$ cat src/rtl/hangman_pkg.sv
// Shared constants, receiver state encoding and the scan-code-set-2 make-code map
// for the hangman keyboard front end.
package hangman_pkg;

    localparam logic [7:0] SC_BREAK  = 8'hF0;
    localparam logic [7:0] SC_EXT    = 8'hE0;
    localparam logic [7:0] SC_ENTER  = 8'h5A;
    localparam logic [7:0] SC_NONE   = 8'h00;
    localparam logic [4:0] KEY_START = 5'd26;

    typedef enum logic [1:0] {
        RX_IDLE,
        RX_DATA,
        RX_PARITY,
        RX_STOP
    } rx_state_t;

    typedef struct packed {
        logic       hit;
        logic [4:0] idx;
    } key_map_t;

    function automatic key_map_t map_make_code(input logic [7:0] sc);
        key_map_t k;
        k.hit = 1'b1;
        k.idx = 5'd0;
        case (sc)
            8'h1C: k.idx = 5'd0;
            8'h32: k.idx = 5'd1;
            8'h21: k.idx = 5'd2;
            8'h23: k.idx = 5'd3;
            8'h24: k.idx = 5'd4;
            8'h2B: k.idx = 5'd5;
            8'h34: k.idx = 5'd6;
            8'h33: k.idx = 5'd7;
            8'h43: k.idx = 5'd8;
            8'h3B: k.idx = 5'd9;
            8'h42: k.idx = 5'd10;
            8'h4B: k.idx = 5'd11;
            8'h3A: k.idx = 5'd12;
            8'h31: k.idx = 5'd13;
            8'h44: k.idx = 5'd14;
            8'h4D: k.idx = 5'd15;
            8'h15: k.idx = 5'd16;
            8'h2D: k.idx = 5'd17;
            8'h1B: k.idx = 5'd18;
            8'h2C: k.idx = 5'd19;
            8'h3C: k.idx = 5'd20;
            8'h2A: k.idx = 5'd21;
            8'h1D: k.idx = 5'd22;
            8'h22: k.idx = 5'd23;
            8'h35: k.idx = 5'd24;
            8'h1A: k.idx = 5'd25;
            SC_ENTER: k.idx = KEY_START;
            default: k.hit = 1'b0;
        endcase
        return k;
    endfunction

endpackage

$ cat src/rtl/ps2_rx.sv
// PS/2 frame receiver: synchronize + glitch-filter both lines, sample data on filtered
// clock falling edges, watchdog on stalled frames. Optional PS2_PARITY_CHECK_EN adds odd-parity check.
module ps2_rx
    import hangman_pkg::*;
#(
    parameter int FILTER_LEN     = 8,
    parameter int TIMEOUT_CYCLES = 50000
) (
    input  logic       clk,
    input  logic       reset,
    input  logic       ps2_clk,
    input  logic       ps2_data,
    output logic [7:0] rx_byte,
    output logic       rx_valid,
    output logic       rx_err
);

    localparam int FW = $clog2(FILTER_LEN + 1);
    localparam int WW = $clog2(TIMEOUT_CYCLES + 1);
    localparam logic [FW-1:0] FLT_LAST = FW'(FILTER_LEN - 1);
    localparam logic [FW-1:0] FLT_ONE  = FW'(1);
    localparam logic [WW-1:0] WD_LAST  = WW'(TIMEOUT_CYCLES - 1);
    localparam logic [WW-1:0] WD_ONE   = WW'(1);

    // bit 0 = clock, bit 1 = data
    logic [1:0]         sync1;
    logic [1:0]         sync2;
    logic [1:0]         filt;
    logic [1:0][FW-1:0] flt_cnt;
    logic               clk_prev;
    logic               strobe;
    logic               data_f;

    rx_state_t          state;
    rx_state_t          state_nxt;
    logic [2:0]         bit_cnt;
    logic [7:0]         shreg;
    logic [WW-1:0]      wd_cnt;
    logic               timeout;
    logic               par_ok;

    always_ff @(posedge clk or posedge reset) begin
        if (reset) begin
            sync1    <= 2'b11;
            sync2    <= 2'b11;
            filt     <= 2'b11;
            flt_cnt  <= '0;
            clk_prev <= 1'b1;
        end else begin
            sync1    <= {ps2_data, ps2_clk};
            sync2    <= sync1;
            clk_prev <= filt[0];
            for (int i = 0; i < 2; i++) begin
                if (sync2[i] == filt[i]) begin
                    flt_cnt[i] <= '0;
                end else if (flt_cnt[i] == FLT_LAST) begin
                    filt[i]    <= sync2[i];
                    flt_cnt[i] <= '0;
                end else begin
                    flt_cnt[i] <= flt_cnt[i] + FLT_ONE;
                end
            end
        end
    end

    assign strobe  = clk_prev & ~filt[0];
    assign data_f  = filt[1];
    assign rx_byte = shreg;
    assign timeout = (state != RX_IDLE) && !strobe && (wd_cnt == WD_LAST);

`ifdef PS2_PARITY_CHECK_EN
    logic par_bit;

    always_ff @(posedge clk or posedge reset) begin
        if (reset) begin
            par_bit <= 1'b0;
        end else if (strobe && state == RX_PARITY) begin
            par_bit <= data_f;
        end
    end

    assign par_ok = ^{shreg, par_bit};
`else
    assign par_ok = 1'b1;
`endif

    always_ff @(posedge clk or posedge reset) begin
        if (reset) begin
            state <= RX_IDLE;
        end else begin
            state <= state_nxt;
        end
    end

    always_comb begin
        state_nxt = state;
        rx_valid  = 1'b0;
        rx_err    = 1'b0;
        if (timeout) begin
            state_nxt = RX_IDLE;
            rx_err    = 1'b1;
        end else if (strobe) begin
            case (state)
                RX_IDLE:   if (!data_f) state_nxt = RX_DATA;
                RX_DATA:   if (bit_cnt == 3'd7) state_nxt = RX_PARITY;
                RX_PARITY: state_nxt = RX_STOP;
                RX_STOP: begin
                    state_nxt = RX_IDLE;
                    if (data_f && par_ok) rx_valid = 1'b1;
                    else                  rx_err   = 1'b1;
                end
                default:   state_nxt = RX_IDLE;
            endcase
        end
    end

    always_ff @(posedge clk or posedge reset) begin
        if (reset) begin
            bit_cnt <= 3'd0;
            shreg   <= 8'h00;
            wd_cnt  <= '0;
        end else begin
            if (state == RX_IDLE) begin
                bit_cnt <= 3'd0;
            end else if (strobe && state == RX_DATA) begin
                shreg   <= {data_f, shreg[7:1]};
                bit_cnt <= bit_cnt + 3'd1;
            end
            wd_cnt <= (state == RX_IDLE || strobe) ? '0 : wd_cnt + WD_ONE;
        end
    end

endmodule

$ cat src/rtl/keyboard_letter_decoder.sv
// Turns PS/2 make codes for A-Z/Enter into one-cycle load pulses; break/extended prefixes
// and typematic repeats are swallowed. Parity checking is enabled by PS2_PARITY_CHECK_EN.
module keyboard_letter_decoder
    import hangman_pkg::*;
#(
    parameter int FILTER_LEN     = 8,
    parameter int TIMEOUT_CYCLES = 50000
) (
    input  logic       clk,
    input  logic       reset,
    input  logic       ps2_clk,
    input  logic       ps2_data,
    output logic       load,
    output logic [4:0] load_x,
    output logic       frame_err
);

    logic [7:0] rx_byte;
    logic       rx_valid;
    logic       rx_err;
    logic [7:0] held_key;
    logic       brk_pend;
    logic       ext_pend;
    key_map_t   key;

    ps2_rx #(
        .FILTER_LEN     (FILTER_LEN),
        .TIMEOUT_CYCLES (TIMEOUT_CYCLES)
    ) u_rx (
        .clk      (clk),
        .reset    (reset),
        .ps2_clk  (ps2_clk),
        .ps2_data (ps2_data),
        .rx_byte  (rx_byte),
        .rx_valid (rx_valid),
        .rx_err   (rx_err)
    );

    assign key = map_make_code(rx_byte);

    always_ff @(posedge clk or posedge reset) begin
        if (reset) begin
            load      <= 1'b0;
            frame_err <= 1'b0;
            load_x    <= 5'd0;
            held_key  <= SC_NONE;
            brk_pend  <= 1'b0;
            ext_pend  <= 1'b0;
        end else begin
            load      <= 1'b0;
            frame_err <= rx_err;
            if (rx_valid) begin
                if (rx_byte == SC_BREAK) begin
                    brk_pend <= 1'b1;
                end else if (rx_byte == SC_EXT) begin
                    ext_pend <= 1'b1;
                end else if (brk_pend) begin
                    if (rx_byte == held_key) held_key <= SC_NONE;
                    brk_pend <= 1'b0;
                    ext_pend <= 1'b0;
                end else if (ext_pend) begin
                    ext_pend <= 1'b0;
                end else if (key.hit && rx_byte != held_key) begin
                    // a held key re-sends its make code; only a new key counts as a guess
                    load     <= 1'b1;
                    load_x   <= key.idx;
                    held_key <= rx_byte;
                end
            end
        end
    end

endmodule

$ cat config.mk
export PLATFORM = sky130hd
export DESIGN_NAME = keyboard_letter_decoder
export DESIGN_NICKNAME = d
export VERILOG_FILES = /design/src/rtl/hangman_pkg.sv /design/src/rtl/ps2_rx.sv /design/src/rtl/keyboard_letter_decoder.sv
export SDC_FILE = /design/constraint.sdc
export NUM_CORES = 1
export LEC_CHECK = 0
export ABC_AREA = 0
export BUFFER_PORTS_ARGS = -buffer_cell sky130_fd_sc_hd__buf_2
export CAP_MARGIN = 5
export CELL_PAD_IN_SITES_DETAIL_PLACEMENT = 0
export CELL_PAD_IN_SITES_GLOBAL_PLACEMENT = 1
export CORE_MARGIN = 2
export CORE_UTILIZATION = 35
export DETAILED_ROUTE_END_ITERATION = 6
export GPL_TIMING_DRIVEN = 0
export PLACE_DENSITY = 0.61
export SLEW_MARGIN = 20
export SYNTH_ARGS = -nofsm -noshare
export SYNTH_HDL_FRONTEND = slang
export SYNTH_SLANG_ARGS = --single-unit
$ cat constraint.sdc
create_clock -name clk -period 2.39 [get_ports clk]
set_input_delay 0.717 -clock clk [delete_from_list [all_inputs] [get_ports clk]]
set_output_delay 0.717 -clock clk [all_outputs]
set_load 0.01 [all_outputs]
==> summary.txt, run 1 <==
GRT
  – Largest net degree at the start of global routing: 35
  – First-pass GRT wire length: 12.9 mm
  – Initial antenna violation count: 0
  – Total track usage: 0.161
  – Vias in the first global route: 2529
  – Remaining Overflow, GRT: 0

Cells and area
  – Post-Layout Cell Count: 508
  – Layout cells sized above 1: 0.235
  – # nets final: 387
  – Util after Layout: 0.435
  – Layout area overhead: 20.7%
  – ANT cells: 0

Power and ir drop
  – Switching share of power: 0.299
  – Flop pwr share: 0.440
  – Leak Pwr: 1.69 nW
  – Net Sw Power: around 850 uW
  – Max VDD drop: between 0.0005 and 0.0006 V
  – PwrDens: 709 nW/um2
  – Overall Power: 2.85 mW
  – Comb power frac: 0.182
  – Clk pwr share: 0.378
  – Int Power: 2.00 mW

Clock network
  – Hold_buf cts: 0
  – Clock Latency Late Sink: 0.34 ns
  – CTS H-tree lvls: 3
  – Root buffer cell: clkbuf_8
  – Clock Sinks: 61
  – CTS tree: done
  – CTS max path bufs: 2
  – CTS clk-pin slew, worst paths: 0.08 ns
  – Number of CTS-inserted buffers: 9

Synthesis
  – Post-Synth Adder-Cell Area: 0.0369
  – Largest family of logic cells by synthesized area: simple AND/OR/NAND/NOR gates
  – Post-synth EDFFs: 0
  – Top FF cell, synth: dfrtp_1
  – Synth Warn #: 0
  – Distinct cell type count of the synthesized netlist: 60
  – Mapped cell area: 3330 um2
  – Post-synthesis compound-gate area fraction: 0.117
  – Post-Syn Instances: 339
  – Flop and latch count out of synthesis: 61
  – Simple-Gate Fraction of Synth Area: 0.220
  – Mux share of post-synthesis cell area: 0.0489
  – Synthesized net count: roughly 350
  – Avg Cell Area, Syn: 9.81 um2
  – Register area share after synthesis: 0.462
  – Asr flop ratio synth: 1.00
  – XOR/XNOR share of the synthesized area: 0.0685

Detailed routing
  – DRC: 0
  – Starting DRC count in detailed routing: 127
  – Remaining antenna violation count: 0
  – Pre-antenna DRT Iters: 4
  – Wire per inst: 14.5 um
  – Via/cell ratio: 4.98
  – Final WL: 7.38 mm
  – Via count of the routed design: 2529

Timing
  – Fin Hold WS: 0.346 ns
  – Endpoints failing setup: 1
  – TNS Setup: -0.00501 ns
  – Period Utilization, post-route: 1.00
  – Slew @ Worst Pin: 0.539 ns
  – Rel. slew slack: 0.639
  – Final Skew: roughly 0.0085 ns
  – Setup repair after global routing missed its margin: true
  – Fin. max-slew vios: 0
  – FMAX: 418 MHz
  – Fin. Hold Viols: 0
  – Period minus WS final: 2.40 ns
  – Worst setup margin: -0.00501 ns

Critical path
  – CP startpoint kind: register
  – Critical Path End Type: register
  – CP arrival: 2.62 ns
  – Most common cell on crit path: a41oi_4
  – Req. time, crit path: 2.62 ns
  – Worst-path maximum fanout: 3
  – Critical-path cell list: nor2b_1 -> buf_4 -> nand3_4 -> a41oi_4 -> or4b_4 -> a41oi_4 -> buf_8 -> mux2_4
  – Critical-path top delay cell: dfstp_2
  – CP Class: reg -> reg
  – Worst path max stage delay: ~0.52 ns

Placed design
  – Dpl cells: 479
  – DP HPWL: about 5.1 mm
  – Port bufs: 10
  – Final Wtd Congestion: 0.877

Worst hold path
  – Hold Path Class: in -> async

Outcome
  – Failing checks: setup timing
  – Status: finished, violations left

Run
  – Max-Cap Viols: 0

Floorplan
  – Row Count: 35
  – DIE AREA: 10300 um2
  – Initial Utilization: 0.360
  – CORE AREA: 9240 um2
  – Die height: 101 um
  – Die Wd: 101 um
  – I/O pins: 11
## cell usage in the layout, fill, tap and decap left out, types with 7 or more instances in the layout
master	n
dfrtp_1	53
nor2_1	40
nand2_1	35
o21ai_0	18
xnor2_1	18
buf_2	16
nand3_1	14
inv_1	13
buf_4	12
a21oi_1	10
clkbuf_8	10
nor3_1	9
ha_1	9
nand4_1	8
xor2_1	8
mux2i_1	8
dfstp_2	7
## kinds of logic after synthesis
group / Yosys count
AO/OA/AOI/OAI: 54
XOR/XNOR: 26
AND/OR/NAND/NOR: 142
adder cells (fa/ha/maj): 10
flip-flops: 61
buffers and inverters: 31
multiplexers: 15
## layer usage
metal	vias to the layer above	GRT usage	share of wire
met4	0	0.0416	0.0077
met2	50	0.248	0.47
met5	-	0	0
met3	6	0.0476	0.041
li1	1252	-	-
met1	1221	0.222	0.48
## registers in the layout (all words and copies together) (netlist names)
signal,flops
frame_err,1
u_rx.bit_cnt,3
brk_pend,1
load,1
load_x,5
u_rx.clk_prev,1
u_rx.rx_byte,8
held_key,8
u_rx.sync1,2
u_rx.filt,2
u_rx.sync2,2
u_rx.state,2
u_rx.flt_cnt,8
u_rx.wd_cnt,16
ext_pend,1
## worst max-delay path, delay by kind of cell, from the launching register on
kind,cells,cell delay (ns)
AND/OR/NAND/NOR,3,0.72
flip-flops,1,0.52
multiplexers,1,0.29
AO/OA/AOI/OAI,2,0.45
buffers and inverters,2,0.30
## cell usage after synthesis (all sizes together), types with 2 or more instances
library cell  instances  share of area
a21oi                10          0.015
a22oi                 2         0.0045
a31oi                 2         0.0038
a41oi                 3          0.019
and3                  5         0.0094
and3b                 2         0.0053
buf                  13          0.026
clkbuf                4         0.0045
dfrtp                54           0.41
dfstp                 7          0.055
ha                    9          0.034
inv                  14          0.016
mux2                  7          0.025
mux2i                 8          0.024
nand2                35          0.040
nand2b                5          0.012
nand3                15          0.026
nand4                 8          0.015
nor2                 40          0.045
nor2b                 5         0.0094
nor3                  9          0.014
nor4b                 2         0.0071
nor4bb                3         0.0090
o21ai                19          0.029
o22ai                 2         0.0038
or2                   2         0.0038
or3                   5         0.0094
xnor2                18          0.047
xor2                  8          0.021
## power by group through the flow
stage | logic, mW | clock network, mW | registers, mW
after floorplan | 0.383 | 0 | 1.25
after global placement | 0.491 | 0 | 1.27
after detailed placement | 0.502 | 0 | 1.27
after CTS | 0.515 | 1.12 | 1.25
after global routing | 0.597 | 1.17 | 1.28
final | 0.518 | 1.08 | 1.25
## metrics by stage
| stage | instance area [um2] | setup slack, ns |
|---|---|---|
| finish | 4020 | -0.00501 |
| global route | 4020 | -0.0887 |
| CTS | 3920 | -0.0206 |
| detailed placement | 3560 | -0.216 |
| global placement | 3540 | -0.706 |
| floorplan | 3330 | 0.0217 |
## final cells by class
class | count | area, um2
Fill cell | 902 | 5230
Multi-Input combinational cell | 247 | 1720
Sequential cell | 61 | 1540
Timing Repair Buffer | 25 | 208
Tap cell | 129 | 161
Clock buffer | 10 | 138
Buffer | 16 | 106
Clock inverter | 6 | 93.8
Inverter | 14 | 55.1
## repair_timing
item / CTS / global route
pin swaps: 0 / 1
setup endpoints to repair: 12 / 15
setup buffers: 9 / 5
resized for setup: 7 / 15
## worst paths after layout
kind | start | endpoint | slack [ns] | depth (start not counted)
hold reg to reg | u_rx.sync1[1] | u_rx.sync2[1] | 0.36 | 0
setup / recovery | u_rx.clk_prev | load_x[4] | -0.005 | 8
setup reg to reg | u_rx.clk_prev | load_x[4] | -0.005 | 8
max in group asynchronous | reset | u_rx.filt[1] | 1.45 | 3
hold / removal | reset | u_rx.wd_cnt[2] | 0.35 | 2
min in group clk | u_rx.sync1[1] | u_rx.sync2[1] | 0.36 | 0
Note: power is estimated with default switching activity, not from simulation.
==> inputs of run 2 (changes only) <==
--- a/config.mk
+++ b/config.mk
@@ -14,7 +14,7 @@
 export CORE_UTILIZATION = 35
 export DETAILED_ROUTE_END_ITERATION = 6
 export GPL_TIMING_DRIVEN = 0
-export PLACE_DENSITY = 0.61
+export PLACE_DENSITY = 0.59
 export SLEW_MARGIN = 20
 export SYNTH_ARGS = -nofsm -noshare
 export SYNTH_HDL_FRONTEND = slang
==> constraint.sdc (replaced) <==
create_clock -name clk -period 2.8 [get_ports clk]
set_input_delay 0.84 -clock clk [delete_from_list [all_inputs] [get_ports clk]]
set_output_delay 0.84 -clock clk [all_outputs]
set_load 0.01 [all_outputs]
==> run 2 against run 1 <==
Compared with the run above:
- the flow now finishes without violations
- fmax down 8.4%
- clock power down 16%
- combinational power down 19%
- design area down 5.5%
- clock skew up 0.0025 ns
- sequential power down 14%
- largest power group unchanged
==> summary.txt, run 2 (synthesis results as in run 1) <==
Cells and area
  – Post-Layout Cell Count: slightly below 500
  – # nets final: between 300 and 400
  – Largest register by flop count: u_rx.wd_cnt
  – Commonest non-fill, non-tap cell in the layout: dfrtp_1
  – Commonest cells after routing, fill and taps aside: dfrtp_1, nor2_1, nand2_1, o21ai_0, xnor2_1
  – Layout cells sized above 1: 0.178
  – Largest register FFs: 16
  – ANT cells: 0
  – Final instance area: 3800 um2
  – Layout area overhead: 14.1%

Critical path
  – Worst path max stage delay: 0.64 ns
  – CP Class: reg -> reg
  – Critical Path End Type: register
  – CP arrival: 2.86 ns
  – Req. time, crit path: approximately 3.0 ns
  – Buf+Inv Stages, Crit Path: 2
  – CP startpoint kind: register
  – Critical-path cell list: buf_2 -> nor4b_2 -> o31ai_1 -> o311ai_1 -> a211oi_2 -> a41oi_4 -> buf_6 -> mux2_4
  – Critical path's top delay family: compound AO/OA/AOI/OAI gates
  – Critical-path top delay cell: nor4b_2
  – Worst-path maximum fanout: 10

Power and ir drop
  – Switching share of power: 0.299
  – Net Sw Power: 715 uW
  – Leak Pwr: around 1.6 nW
  – Max VDD drop: roughly 0.00052 V
  – PwrDens: 630 nW/um2
  – Comb power frac: 0.174
  – Flop pwr share: 0.447
  – Int Power: 1.68 mW
  – Clk pwr share: 0.378

Placed design
  – Dpl cell area: 3570 um2
  – DP HPWL: 4.95 mm
  – Pre-CTS WS: about 0.15 ns
  – Port bufs: 10
  – Dpl cells: 479
  – Final Wtd Congestion: 0.856

Clock network
  – CTS tree: done
  – Root buffer cell: clkbuf_8
  – CTS clk-pin slew, worst paths: 0.08 ns
  – CTS H-tree lvls: 3
  – CTS max path bufs: 2
  – Setup repair bufs after CTS: 0
  – Clock Latency Late Sink: between 0.3 and 0.4 ns
  – Number of CTS-inserted buffers: 9
  – Clock Sinks: 61

Floorplan
  – CORE AREA: 9240 um2
  – I/O pins: 11
  – Row Count: 35
  – DIE AREA: ~10000 um2
  – Die height: roughly 100 um
  – Die Wd: just over 100 um
  – Initial Utilization: 0.360

GRT
  – Vias in the first global route: between 2000 and 2500
  – Initial antenna violation count: 0
  – Remaining Overflow, GRT: 0
  – Total track usage: 0.154
  – Largest net degree at the start of global routing: 47
  – First-pass GRT wire length: 12.2 mm

Timing
  – FMAX: about 380 MHz
  – TNS Setup: 0 ns
  – Fin Hold WS: 0.357 ns
  – Fin. Hold Viols: 0
  – Endpoints failing setup: 0
  – Period Utilization, post-route: 0.934
  – Setup repair after global routing missed its margin: false
  – Worst setup margin: 0.185 ns
  – Rel. slew slack: 0.546
  – Period minus WS final: 2.62 ns
  – Final Skew: 0.0111 ns
  – Fin. max-slew vios: 0
  – Slew @ Worst Pin: 0.680 ns

Detailed routing
  – Wire per inst: 14.7 um
  – Pre-antenna DRT Iters: 4
  – DRC: 0
  – Via/cell ratio: around 5
  – Final WL: 7.26 mm
  – Starting DRC count in detailed routing: 99
  – Via count of the routed design: 2514
  – Remaining antenna violation count: 0

Outcome
  – Status: complete, no violations

Worst hold path
  – Hold Path Class: reg -> reg

Run
  – Max-Cap Viols: 0
## run 2: per-stage QoR
step           power [mW]  utilization
2_1_floorplan        1.40            -
3_3_place_gp         1.50        0.383
3_5_place_dp         1.51        0.386
4_1_cts              2.43        0.410
5_1_grt              2.54        0.411
6_report             2.39        0.411
## run 2: worst paths after layout
path	start	slack, ns	cells after the start	endpoint
max in group asynchronous	reset	1.83	3	u_rx.clk_prev
max	u_rx.rx_byte[6]	0.18	8	load_x[4]
min reg2reg	u_rx.sync1[1]	0.36	0	u_rx.sync2[1]
min in group asynchronous	reset	0.41	2	u_rx.wd_cnt[8]
min	u_rx.sync1[1]	0.36	0	u_rx.sync2[1]
max reg2reg	u_rx.rx_byte[6]	0.18	8	load_x[4]
## run 2: cell type report
class,count,area [um2]
clock buffer,10,138
inverter,14,55.1
clock inverter,6,86.3
buffer,17,103
multi-input combinational,247,1640
fill,907,5440
sequential,61,1540
timing repair buffer,11,77.6
tap,129,161
## run 2: per-layer routing
| layer | track usage | routed length (um) |
|---|---|---|
| met1 | 0.205 | 3580 |
| met3 | 0.0421 | 250 |
| met5 | 0 | 0 |
| met2 | 0.233 | 3260 |
| met4 | 0.0707 | 170 |
## run 2: repair_timing
| action | 4_1_cts | 5_1_grt |
|---|---|---|
| hold buffers | 0 | 0 |
| setup endpoints to repair | 0 | 11 |
| resized for setup | 0 | 1 |
## run 2: power by group through the flow
| stage | clock (mW) | combinational, mW | sequential [mW] |
|---|---|---|---|
| final | 0.906 | 0.417 | 1.07 |
| after detailed placement | 0 | 0.424 | 1.09 |
| after CTS | 0.934 | 0.426 | 1.07 |
| after floorplan | 0 | 0.327 | 1.07 |
| after global routing | 0.978 | 0.479 | 1.08 |
| after global placement | 0 | 0.419 | 1.09 |
==> inputs of run 3 (changes only) <==
--- a/config.mk
+++ b/config.mk
@@ -5,7 +5,7 @@
 export SDC_FILE = /design/constraint.sdc
 export NUM_CORES = 1
 export LEC_CHECK = 0
-export ABC_AREA = 0
+export ABC_AREA = 1
 export BUFFER_PORTS_ARGS = -buffer_cell sky130_fd_sc_hd__buf_2
 export CAP_MARGIN = 5
 export CELL_PAD_IN_SITES_DETAIL_PLACEMENT = 0
@@ -14,7 +14,7 @@
 export CORE_UTILIZATION = 35
 export DETAILED_ROUTE_END_ITERATION = 6
 export GPL_TIMING_DRIVEN = 0
-export PLACE_DENSITY = 0.59
+export PLACE_DENSITY = 0.61
 export SLEW_MARGIN = 20
 export SYNTH_ARGS = -nofsm -noshare
 export SYNTH_HDL_FRONTEND = slang
==> run 3 against run 2 <==
Compared with the run above:
- clock skew fell by 0.0015 ns
- critical endpoint is now u_rx.state[1]
- global-route usage increased by 0.091 points
- via count grew 6.0%
- fmax is 25% higher
- highest routed layer unchanged
- critical path depth stayed put
- sequential power about the same
- synthesized cell count increased by 21%
- first-iteration DRC count grew 40%
- sequential share of layout area hardly changed
- non-clock buffer count decreased by 11
- power increased by 5.5%
- wire length decreased by 3.0%
==> summary.txt, run 3 <==
Clock network
  – Clock Sinks: 61
  – Post_cts resized: 0
  – Clock Latency Late Sink: 0.34 ns
  – CTS clk-pin slew, worst paths: about 0.08 ns
  – CTS max path bufs: 2
  – CTS H-tree lvls: 3
  – Setup repair bufs after CTS: 0
  – Hold_buf cts: 0
  – CTS tree: done
  – Root buffer cell: clkbuf_8
  – Number of CTS-inserted buffers: 9

Cells and area
  – Final instance area: about 3800 um2
  – Largest register by flop count: u_rx.wd_cnt
  – Layout area overhead: 14.6%
  – Largest register FFs: 16
  – Filler cells: 967
  – # nets final: roughly 450
  – Commonest non-fill, non-tap cell in the layout: nand2_1
  – ANT cells: 0
  – Commonest cells after routing, fill and taps aside: nand2_1, dfrtp_1, nor2_1, inv_1, nand3_1
  – Layout cells sized above 1: 0.169

Synthesis
  – Post-synthesis compound-gate area fraction: 0.0639
  – Register area share after synthesis: 0.464
  – Flop and latch count out of synthesis: slightly above 60
  – Mapped cell area: about 3300 um2
  – Most frequent cell after synthesis: nand2_1
  – Largest family of logic cells by synthesized area: simple AND/OR/NAND/NOR gates
  – Post-Synth Adder-Cell Area: 0.0340
  – Area leader, netlist: dfrtp_1
  – Synth Warn #: 0
  – Cells taking the most area after synthesis: dfrtp_1, nand2_1, dfstp_2, nor2_1, inv_1
  – Asr flop ratio synth: 1.00
  – Synthesized net count: around 420
  – Top FF cell, synth: dfrtp_1
  – Avg Cell Area, Syn: about 8.1 um2
  – Post-synth top cells: nand2_1, dfrtp_1, nor2_1, inv_1, nand3_1
  – Post-synth EDFFs: 0
  – XOR/XNOR share of the synthesized area: 0.0344
  – Share of the synthesized area in the top cell type: 0.408
  – Post-Syn Instances: 411
  – Simple-Gate Fraction of Synth Area: 0.346
  – Distinct cell type count of the synthesized netlist: 37
  – Mux share of post-synthesis cell area: 0

Power and ir drop
  – PwrDens: 666 nW/um2
  – Overall Power: 2.52 mW
  – Leak Pwr: 1.97 nW
  – Max VDD drop: 0.000476 V

Detailed routing
  – Pre-antenna DRT Iters: 4
  – Via count of the routed design: about 2700
  – DRC: 0
  – Via/cell ratio: 4.86
  – Final WL: 7.04 mm
  – Wire per inst: 12.8 um
  – Remaining antenna violation count: 0
  – Starting DRC count in detailed routing: 139

Placed design
  – Port bufs: 10
  – Final Wtd Congestion: 0.813
  – DP HPWL: 5.34 mm
  – Dpl cell area: 3520 um2

Critical path
  – Req. time, crit path: 3.01 ns
  – Critical Path End Type: register
  – Worst r2r src: u_rx.state[0]
  – Worst Setup SP: u_rx.state[0]
  – CP arrival: 2.30 ns
  – CP startpoint kind: register
  – Worst-path maximum fanout: 8
  – Reg2Reg Depth: 8
  – CP Class: reg -> reg
  – R2R Setup Slk: 0.71 ns

Worst hold path
  – Hold Path Class: reg -> reg
  – Hold Path Depth: 0
  – Hold Path Origin: u_rx.sync1[0]

Floorplan
  – Initial Utilization: 0.360
  – Row Count: 35
  – I/O pins: 11
  – CORE AREA: roughly 9000 um2
  – Die height: about 100 um
  – Die Wd: 101 um
  – DIE AREA: 10300 um2

Timing
  – Final Skew: 0.00957 ns
  – Period Utilization, post-route: 0.745
  – FMAX: around 480 MHz
  – Fin. max-slew vios: 0
  – Setup repair after global routing missed its margin: false
  – Period minus WS final: 2.09 ns
  – Endpoints failing setup: 0
  – Rel. slew slack: 0.669
  – Slew @ Worst Pin: 0.496 ns
  – Fin. Hold Viols: 0

GRT
  – Total track usage: 0.155
  – Remaining Overflow, GRT: 0
  – Initial antenna violation count: 0
  – Largest net degree at the start of global routing: 40
  – First-pass GRT wire length: 12.6 mm
  – Vias in the first global route: roughly 2700

Run
  – Max-Cap Viols: 0

Outcome
  – Status: complete, no violations
==> run 3: cell count changes after synthesis, moves of 8 or more <==
cell	delta
nand3_1	+10
nand2_1	+74
mux2i_1	-8
nor2_1	+8
xnor2_1	-14
nand4_1	+8
inv_1	+21
inv_2	+8
==> run 3: kinds of logic (layout without fill, tap and decap cells) <==
family | Yosys count | in the layout
buf+inv | 49 | 76
flops | 61 | 61
xor+xnor | 13 | 13
simple gates | 242 | 242
fa+ha+maj | 9 | 9
compound gates | 37 | 37
==> run 3: final timing paths <==
kind / to
hold / removal: u_rx.sync2[0]
setup reg to reg: u_rx.state[1]
max in group asynchronous: u_rx.clk_prev
hold reg to reg: u_rx.sync2[0]
setup / recovery: u_rx.state[1]
min in group asynchronous: load
==> run 3: through the flow <==
stage | worst slack, ns | cells | TNS (ns) | hold WS, ns | util
floorplan | 0.459 | 411 | 0 | 0.345 | -
global placement | -0.435 | 532 | -23.28 | 0.350 | 0.381
detailed placement | 0.689 | 533 | 0 | 0.355 | 0.383
CTS | 0.655 | 549 | 0 | 0.365 | 0.412
global route | 0.457 | 549 | 0 | 0.368 | 0.412
finish | 0.713 | 549 | 0 | 0.363 | 0.412
==> run 3: critical path, cell delays in order, from the launching register on <==
cell and delay, ns:
dfrtp_1 0.38, inv_1 0.09, ha_1 0.22, inv_1 0.13
nand2_1 0.22, nor4_1 0.29, nand4_1 0.26, a21boi_0 0.25
o21ai_0 0.11
==> run 3: area by class of cell <==
cell class / instances / area, um2 / area share
Tap cell: 111 / 139 / 0.0366
Clock inverter: 7 / 146 / 0.0386
Clock buffer: 9 / 124 / 0.0327
Inverter: 43 / 164 / 0.0432
Timing Repair Buffer: 11 / 70.1 / 0.0185
Sequential cell: 61 / 1540 / 0.405
Buffer: 6 / 31.3 / 0.00825
Multi-Input combinational cell: 301 / 1580 / 0.417
==> run 3: power by group <==
part           switching (mW)  internal [mW]  total, mW
logic                   0.275          0.130      0.405
clock network           0.373          0.688       1.06
registers              0.0716          0.988       1.06
total                   0.719           1.81       2.52
==> run 3: per-layer routing <==
layer / share of wire / track usage / up-vias
met5: 0 / 0 / -
met1: 0.50 / 0.208 / 1242
met3: 0.029 / 0.0366 / 11
met2: 0.46 / 0.246 / 43
li1: - / - / 1370
met4: 0.016 / 0.0541 / 0
